**config.mk**
```make
export PLATFORM = sky130hd
export DESIGN_NAME = vending_machine_core_param
export DESIGN_NICKNAME = d
export VERILOG_FILES = /design/src/rtl/vending_machine_core_param_pkg.sv /design/src/rtl/vending_machine_core_param_change_selector.sv /design/src/rtl/vending_machine_core_param.sv
export SDC_FILE = /design/constraint.sdc
export NUM_CORES = 1
export LEC_CHECK = 0
export ABC_AREA = 1
export CORE_ASPECT_RATIO = 0.8
export CORE_MARGIN = 10
export CORE_UTILIZATION = 60
export DETAILED_ROUTE_END_ITERATION = 6
export HOLD_SLACK_MARGIN = 0.12
export PLACE_DENSITY_LB_ADDON = 0.15
export SYNTH_ARGS = -nofsm -noshare
export SYNTH_HDL_FRONTEND = slang
export SYNTH_SLANG_ARGS = --single-unit
```
**constraint.sdc**
```tcl
create_clock -name clk -period 15.3 [get_ports clk]
set_input_delay 3.06 -clock clk [delete_from_list [all_inputs] [get_ports clk]]
set_output_delay 3.06 -clock clk [all_outputs]
set_load 0.03 [all_outputs]
```
**src/rtl/vending_machine_core_param_pkg.sv**
```systemverilog
// vending_machine_core_param_pkg: shared state encoding for the vending core
package vending_machine_core_param_pkg;
   typedef enum logic [1:0] {
      ST_IDLE   = 2'd0,
      ST_ACTIVE = 2'd1,
      ST_RETURN = 2'd2
   } state_e;
endpackage

```
**src/rtl/vending_machine_core_param_change_selector.sv**
```systemverilog
// vending_machine_core_param_change_selector: greedy pick of the largest coin not exceeding the credit
module vending_machine_core_param_change_selector #(
   parameter int NUM_COINS  = 3,
   parameter int TOTAL_BITS = 31
) (
   input  logic [TOTAL_BITS-1:0]           total_i,
   input  logic [NUM_COINS*TOTAL_BITS-1:0] coin_value_i,
   output logic [NUM_COINS-1:0]            coin_o,
   output logic [TOTAL_BITS-1:0]           value_o,
   output logic                            none_o
);
   // coins ascend by index, so the last fitting coin scanned is the largest
   always_comb begin
      coin_o  = '0;
      value_o = '0;
      none_o  = 1'b1;
      for (int i = 0; i < NUM_COINS; i++) begin
         if (coin_value_i[i*TOTAL_BITS +: TOTAL_BITS] <= total_i) begin
            coin_o  = NUM_COINS'(1) << i;
            value_o = coin_value_i[i*TOTAL_BITS +: TOTAL_BITS];
            none_o  = 1'b0;
         end
      end
   end
endmodule

```
**src/rtl/vending_machine_core_param.sv**
```systemverilog
// vending_machine_core_param: parametrised credit, stock, idle-timeout and change-return engine
module vending_machine_core_param
   import vending_machine_core_param_pkg::*;
#(
   parameter int NUM_COINS   = 3,
   parameter int NUM_ITEMS   = 4,
   parameter int TOTAL_BITS  = 31,
   parameter int MAX_TOTAL   = 2000,
   parameter int WAIT_CYCLES = 100,
   parameter int STOCK_BITS  = 4,
   parameter int INIT_STOCK  = 0
) (
   input  logic                             clk,
   input  logic                             reset,
   input  logic [NUM_COINS*TOTAL_BITS-1:0]  i_coin_value,
   input  logic [NUM_ITEMS*TOTAL_BITS-1:0]  i_item_price,
   input  logic [NUM_COINS-1:0]             i_input_coin,
   input  logic [NUM_ITEMS-1:0]             i_select_item,
   input  logic                             i_trigger_return,
   input  logic                             i_restock_valid,
   input  logic [$clog2(NUM_ITEMS)-1:0]     i_restock_item,
   input  logic [STOCK_BITS-1:0]            i_restock_qty,
   output logic [TOTAL_BITS-1:0]            o_current_total,
   output logic [NUM_ITEMS-1:0]             o_available_item,
   output logic [NUM_ITEMS-1:0]             o_output_item,
   output logic [NUM_COINS-1:0]             o_return_coin,
   output logic                             o_select_nack,
   output logic                             o_coin_reject,
   output logic                             o_busy,
   output logic                             o_return_done,
   output logic [TOTAL_BITS-1:0]            o_residue,
   output logic [NUM_ITEMS*STOCK_BITS-1:0]  o_stock
);
   localparam int SUM_W = TOTAL_BITS + $clog2(NUM_COINS + 1) + 1;
   localparam int CNT_W = $clog2(WAIT_CYCLES + 1) > 0 ? $clog2(WAIT_CYCLES + 1) : 1;
   localparam int IDX_W = $clog2(NUM_ITEMS);
   localparam logic [CNT_W-1:0] WAIT_LD = CNT_W'(WAIT_CYCLES);
   localparam logic [STOCK_BITS:0] STOCK_MAX = {1'b0, {STOCK_BITS{1'b1}}};

   state_e                          state_q, state_d;
   logic [TOTAL_BITS-1:0]           total_q, total_d;
   logic [TOTAL_BITS-1:0]           residue_q, residue_d;
   logic [CNT_W-1:0]                cnt_q, cnt_d;
   logic [NUM_ITEMS*STOCK_BITS-1:0] stock_q, stock_d;
   logic [NUM_ITEMS-1:0]            item_q;
   logic [NUM_COINS-1:0]            ret_q, ret_d;
   logic                            nack_q, rej_q, done_q, done_d;
   logic [NUM_ITEMS-1:0]            sel_oh;
   logic [TOTAL_BITS-1:0]           sel_price, chg_value;
   logic [STOCK_BITS-1:0]           sel_stock;
   logic [NUM_COINS-1:0]            chg_coin;
   logic                            chg_none;
   logic [SUM_W-1:0]                coin_sum;
   logic [STOCK_BITS:0]             stock_tmp;
   logic                            active, trig, coin_ok, vend;

   vending_machine_core_param_change_selector #(
      .NUM_COINS  (NUM_COINS),
      .TOTAL_BITS (TOTAL_BITS)
   ) u_chg (
      .total_i      (total_q),
      .coin_value_i (i_coin_value),
      .coin_o       (chg_coin),
      .value_o      (chg_value),
      .none_o       (chg_none)
   );

   // value of every coin inserted this cycle
   always_comb begin
      coin_sum = '0;
      for (int i = 0; i < NUM_COINS; i++)
         if (i_input_coin[i]) coin_sum = coin_sum + SUM_W'(i_coin_value[i*TOTAL_BITS +: TOTAL_BITS]);
   end

   // lowest-index requested item wins
   always_comb begin
      sel_oh    = '0;
      sel_price = '0;
      sel_stock = '0;
      for (int i = NUM_ITEMS - 1; i >= 0; i--) begin
         if (i_select_item[i]) begin
            sel_oh    = NUM_ITEMS'(1) << i;
            sel_price = i_item_price[i*TOTAL_BITS +: TOTAL_BITS];
            sel_stock = stock_q[i*STOCK_BITS +: STOCK_BITS];
         end
      end
   end

   assign active  = state_q == ST_ACTIVE;
   assign trig    = active && i_trigger_return;
   assign coin_ok = |i_input_coin && state_q != ST_RETURN && !trig &&
                    SUM_W'(total_q) + coin_sum <= SUM_W'(MAX_TOTAL);
   assign vend    = active && !i_trigger_return && |i_select_item &&
                    sel_price <= total_q && sel_stock != '0;

   genvar g;
   for (g = 0; g < NUM_ITEMS; g++) begin : g_avail
      assign o_available_item[g] = active &&
                                   i_item_price[g*TOTAL_BITS +: TOTAL_BITS] <= total_q &&
                                   stock_q[g*STOCK_BITS +: STOCK_BITS] != '0;
   end

   // credit, idle timer and change-return sequencing
   always_comb begin
      state_d   = state_q;
      total_d   = total_q;
      cnt_d     = cnt_q;
      ret_d     = '0;
      done_d    = 1'b0;
      residue_d = residue_q;
      if (state_q == ST_RETURN) begin
         if (chg_none) begin
            done_d    = 1'b1;
            residue_d = total_q;
            total_d   = '0;
            state_d   = ST_IDLE;
         end else begin
            ret_d   = chg_coin;
            total_d = total_q - chg_value;
         end
      end else if (trig) begin
         state_d = ST_RETURN;
      end else if (coin_ok || vend) begin
         total_d = TOTAL_BITS'(SUM_W'(total_q) + (coin_ok ? coin_sum : '0) - (vend ? SUM_W'(sel_price) : '0));
         cnt_d   = WAIT_LD;
         state_d = total_d == '0 ? ST_IDLE : ST_ACTIVE;
      end else if (active) begin
         cnt_d   = cnt_q - CNT_W'(1);
         state_d = cnt_q <= CNT_W'(1) ? ST_RETURN : ST_ACTIVE;
      end
   end

   // per-item stock: restock adds, vend subtracts, result saturates at the counter maximum
   always_comb begin
      stock_d   = stock_q;
      stock_tmp = '0;
      for (int i = 0; i < NUM_ITEMS; i++) begin
         stock_tmp = {1'b0, stock_q[i*STOCK_BITS +: STOCK_BITS]}
                   + (i_restock_valid && i_restock_item == IDX_W'(i) ? {1'b0, i_restock_qty} : '0)
                   - (vend && sel_oh[i] ? (STOCK_BITS + 1)'(1) : '0);
         stock_d[i*STOCK_BITS +: STOCK_BITS] = stock_tmp > STOCK_MAX ? STOCK_MAX[STOCK_BITS-1:0]
                                                                     : stock_tmp[STOCK_BITS-1:0];
      end
   end

   // state, credit, stock and registered pulse outputs
   always_ff @(posedge clk or posedge reset) begin
      if (reset) begin
         state_q   <= ST_IDLE;
         total_q   <= '0;
         cnt_q     <= '0;
         residue_q <= '0;
         stock_q   <= {NUM_ITEMS{STOCK_BITS'(INIT_STOCK)}};
         item_q    <= '0;
         ret_q     <= '0;
         nack_q    <= 1'b0;
         rej_q     <= 1'b0;
         done_q    <= 1'b0;
      end else begin
         state_q   <= state_d;
         total_q   <= total_d;
         cnt_q     <= cnt_d;
         residue_q <= residue_d;
         stock_q   <= stock_d;
         item_q    <= vend ? sel_oh : '0;
         ret_q     <= ret_d;
         nack_q    <= |i_select_item && !vend;
         rej_q     <= |i_input_coin && !coin_ok;
         done_q    <= done_d;
      end
   end

   assign o_current_total = total_q;
   assign o_output_item   = item_q;
   assign o_return_coin   = ret_q;
   assign o_select_nack   = nack_q;
   assign o_coin_reject   = rej_q;
   assign o_busy          = state_q == ST_RETURN;
   assign o_return_done   = done_q;
   assign o_residue       = residue_q;
   assign o_stock         = stock_q;
endmodule

```
==> results of run 1 <==
state kept, by name (all words and copies together) (netlist names):
| signal | cells |
|---|---|
| o_current_total | 31 |
| o_residue | 31 |
| o_stock | 16 |
| cnt_q | 7 |
| o_output_item | 4 |
| o_return_coin | 3 |
| state_q | 2 |
| o_coin_reject | 1 |
| o_return_done | 1 |
| o_select_nack | 1 |
worst max path at each step:
stage                       to  cells past startpoint  slack (ns)
global placement    state_q[0]                     54        0.94
detailed placement  state_q[0]                     54        0.78
global route        state_q[0]                     64        0.13
finish              state_q[0]                     64        0.88
CTS                 state_q[0]                     54        1.06
floorplan           state_q[0]                     63        3.91
routing by layer:
layer	wire length [µm]	vias up
li1	-	12688
met1	36600	12575
met2	40400	1965
met3	12000	336
met4	4170	4
met5	30	-
cell type report:
type,instances,area (µm²),area share (%)
clock inverter,7,70.1,0.262
clock buffer,9,225,0.842
multi-input combinational,2905,18200,68.1
tap,487,609,2.28
sequential,97,2430,9.08
antenna,3,7.51,0.0281
timing repair buffer,341,3380,12.6
inverter,484,1820,6.81
cell families after synthesis:
| kind of cell | share of synthesized area, % |
|---|---|
| and+or+nand+nor | 29.3 |
| adders and majority gates | 27.4 |
| DFF | 10.7 |
| buffers and inverters | 9.35 |
| xor gates and xnor gates | 4.51 |
| AOI/OAI and AO/OA | 18.7 |
cells in the final DEF (no fill, tap or decap), drive strengths merged, types with 96 or more instances in the layout:
cell type      count
nand3            192
ha               438
a21oi            318
dfrtp             97
o21ai            264
clkdlybuf4s50    326
inv              483
nor2             253
nand2            883
nand4             96
power breakdown:
part	total (W)	switching, W	internal, W
Clock	0.000243	0.000128	0.000115
Combinational	0.00492	0.00323	0.00170
Sequential	0.000480	0.000123	0.000357
Total	0.00565	0.00348	0.00217
critical path, delay by kind of cell:
kind                       cells  cell delay (ns)
and+or+nand+nor               36             4.62
AOI/OAI and AO/OA             13             2.99
adders and majority gates      6             2.23
buffers and inverters          7             1.38
xor gates and xnor gates       2             0.38
through the flow:
step	cells	power, W	util, %	worst slack (ns)
after floorplan	3561	0.00377	-	3.91
after global placement	4314	0.00501	71.0	0.935
after detailed placement	4314	0.00517	71.0	0.778
after CTS	4330	0.00545	71.8	1.06
after global routing	4331	0.00611	71.9	0.130
final	4333	0.00565	71.9	0.882
==> run_results.csv, run 1 <==
group,metric,value,unit
cells_and_area,nFillCells,3145,
synthesis,synth_edf_count,0,
sta,relSlewSlack,11.0,%
critical_path,cp.arrival,14.70,ns
route,viasPerCell,6.36,
synthesis,synth_nets,4271,
hold_path,min_from,"o_residue[28]",
global_routing,grt_util_met2,59.0,%
critical_path,reg2reg_from,"o_current_total[26]",
critical_path,cp.required,15.58,ns
status,status,"finished, violations left",
global_routing,grt_pass1_wl,142000,µm
cts,cts_tree,"yes",
synthesis,yosys_warnings,0,
global_routing,grt_pass1_vias,25707,
synthesis,synth.distinct_cells,56,
sta,tightest_slew,1.33,ns
synthesis,async_flop_share,100,%
synthesis,synthTopCellsByArea,"ha_1 24%, nand2_1 14%, dfrtp_1 11%, inv_1 7.8%, a21oi_1 6.9%",
synthesis,yosysTopAreaCell,"ha_1",
floorplan,die_h,194,µm
cells_and_area,syn_to_final_growth,17.6,%
sta,setup_viol,0,
global_routing,gr-total-overflow,0,
critical_path,cp_slowest_cell,"clkdlybuf4s50_1",
cts,cts-root-buf,"clkbuf_16",
cells_and_area,drive_gt1_share,2.13,%
synthesis,ys_seq_area_share,10.7,%
route,via_count,27568,
status,violations,"DRC",
critical_path,end_kind,"flip-flop",
cts,worstSkewPairLatency,0.38,ns
sta,tns,0,ns
power,power.density,211,nW/µm²
sta,hold_violations,0,
route,routedWlPerCell,21.5,µm
cells_and_area,num-nets-final,4548,
global_routing,met1_usage,50.4,%
critical_path,cpPeakStageDelay,0.62,ns
synthesis,avgSynthCellArea,6.39,µm²
global_routing,top_usage_layer,"met2",
cells_and_area,final_area,26700,µm²
place,place_area,26400,µm²
sta,whs,0.489,ns
place,hpwl,78900,µm
critical_path,worstSetupStartpointType,"input pin",
floorplan,core-area,37200,µm²
route,drt-total-wl,93200,µm
sta,fin_crit_sh,94.2,%
run,cap_violations,0,
sta,final_max_slew_viol_count,0,
route,drc,1,
floorplan,dieArea,46100,µm²
synthesis,yosysMostFrequentCell,"nand2_1",
sta,skew,0.00945,ns
cts,ctsHtreeMaxLevel,3,
hold_path,hold_class,"flip-flop to flip-flop",
synthesis,synth_area,22700,µm²
cts,clockBufferDepth,2,
floorplan,rows,63,
synthesis,synth_top_area_share,24.1,%
cts,cts_sinks,97,
floorplan,initial_core_util,61.1,%
global_routing,grt.total_usage,38.3,%
global_routing,grt_max_degree,63,
synthesis,yosys_most_used_dff,"dfrtp_1",
cts,post_cts_resized,0,
cts,cts_setup_buffers,0,
cts,clk_pin_slew,0.08,ns
critical_path,ff2ff_setup_slack,7.47,ns
synthesis,synth_commonest_cells,"870 x nand2_1, 473 x inv_1, 438 x ha_1",
critical_path,cp_max_fo,30,
synthesis,synth_cells,3561,
critical_path,startpoint,"i_input_coin[0]",
critical_path,r2r-end,"o_current_total[29]",
cts,numCtsBuffers,9,
route,drt_iter0_drc,3579,
floorplan,num_io_pins,327,
power,peakVddDrop,0.177,mV
hold_path,hold_path_end,"o_residue[28]",
route,drt_first_pass_iters,7,
floorplan,die_width,238,µm
sta,layout_min_cycle_time,14.42,ns
power,p_leak,13.6,nW
critical_path,critPathKind,"input pin to flip-flop",
sta,rsz0062_at_grt,"no",
global_routing,antenna_found_initial,4,
synthesis,synth.ff_latch_count,97,
place,portBuffers,326,
critical_path,reg2reg_depth,25,
hold_path,whs_path_depth,2,
critical_path,cpMostUsedCell,"nand2_1",
route,antenna_left,0,
place,place.gp.congestion,1.08,
sta,fmax,69.4,MHz
cts,hold_buffers,0,
global_routing,met3_usage,8.85,%
(Power assumes the default switching activity.)
==> run 2: changes to the inputs <==
--- a/config.mk
+++ b/config.mk
@@ -6,6 +6,7 @@
 export NUM_CORES = 1
 export LEC_CHECK = 0
 export ABC_AREA = 1
+export CAP_MARGIN = 0
 export CORE_ASPECT_RATIO = 0.8
 export CORE_MARGIN = 10
 export CORE_UTILIZATION = 60
==> results of run 2 <==
The final DEF is identical to that of run 1; final timing and power are the same.
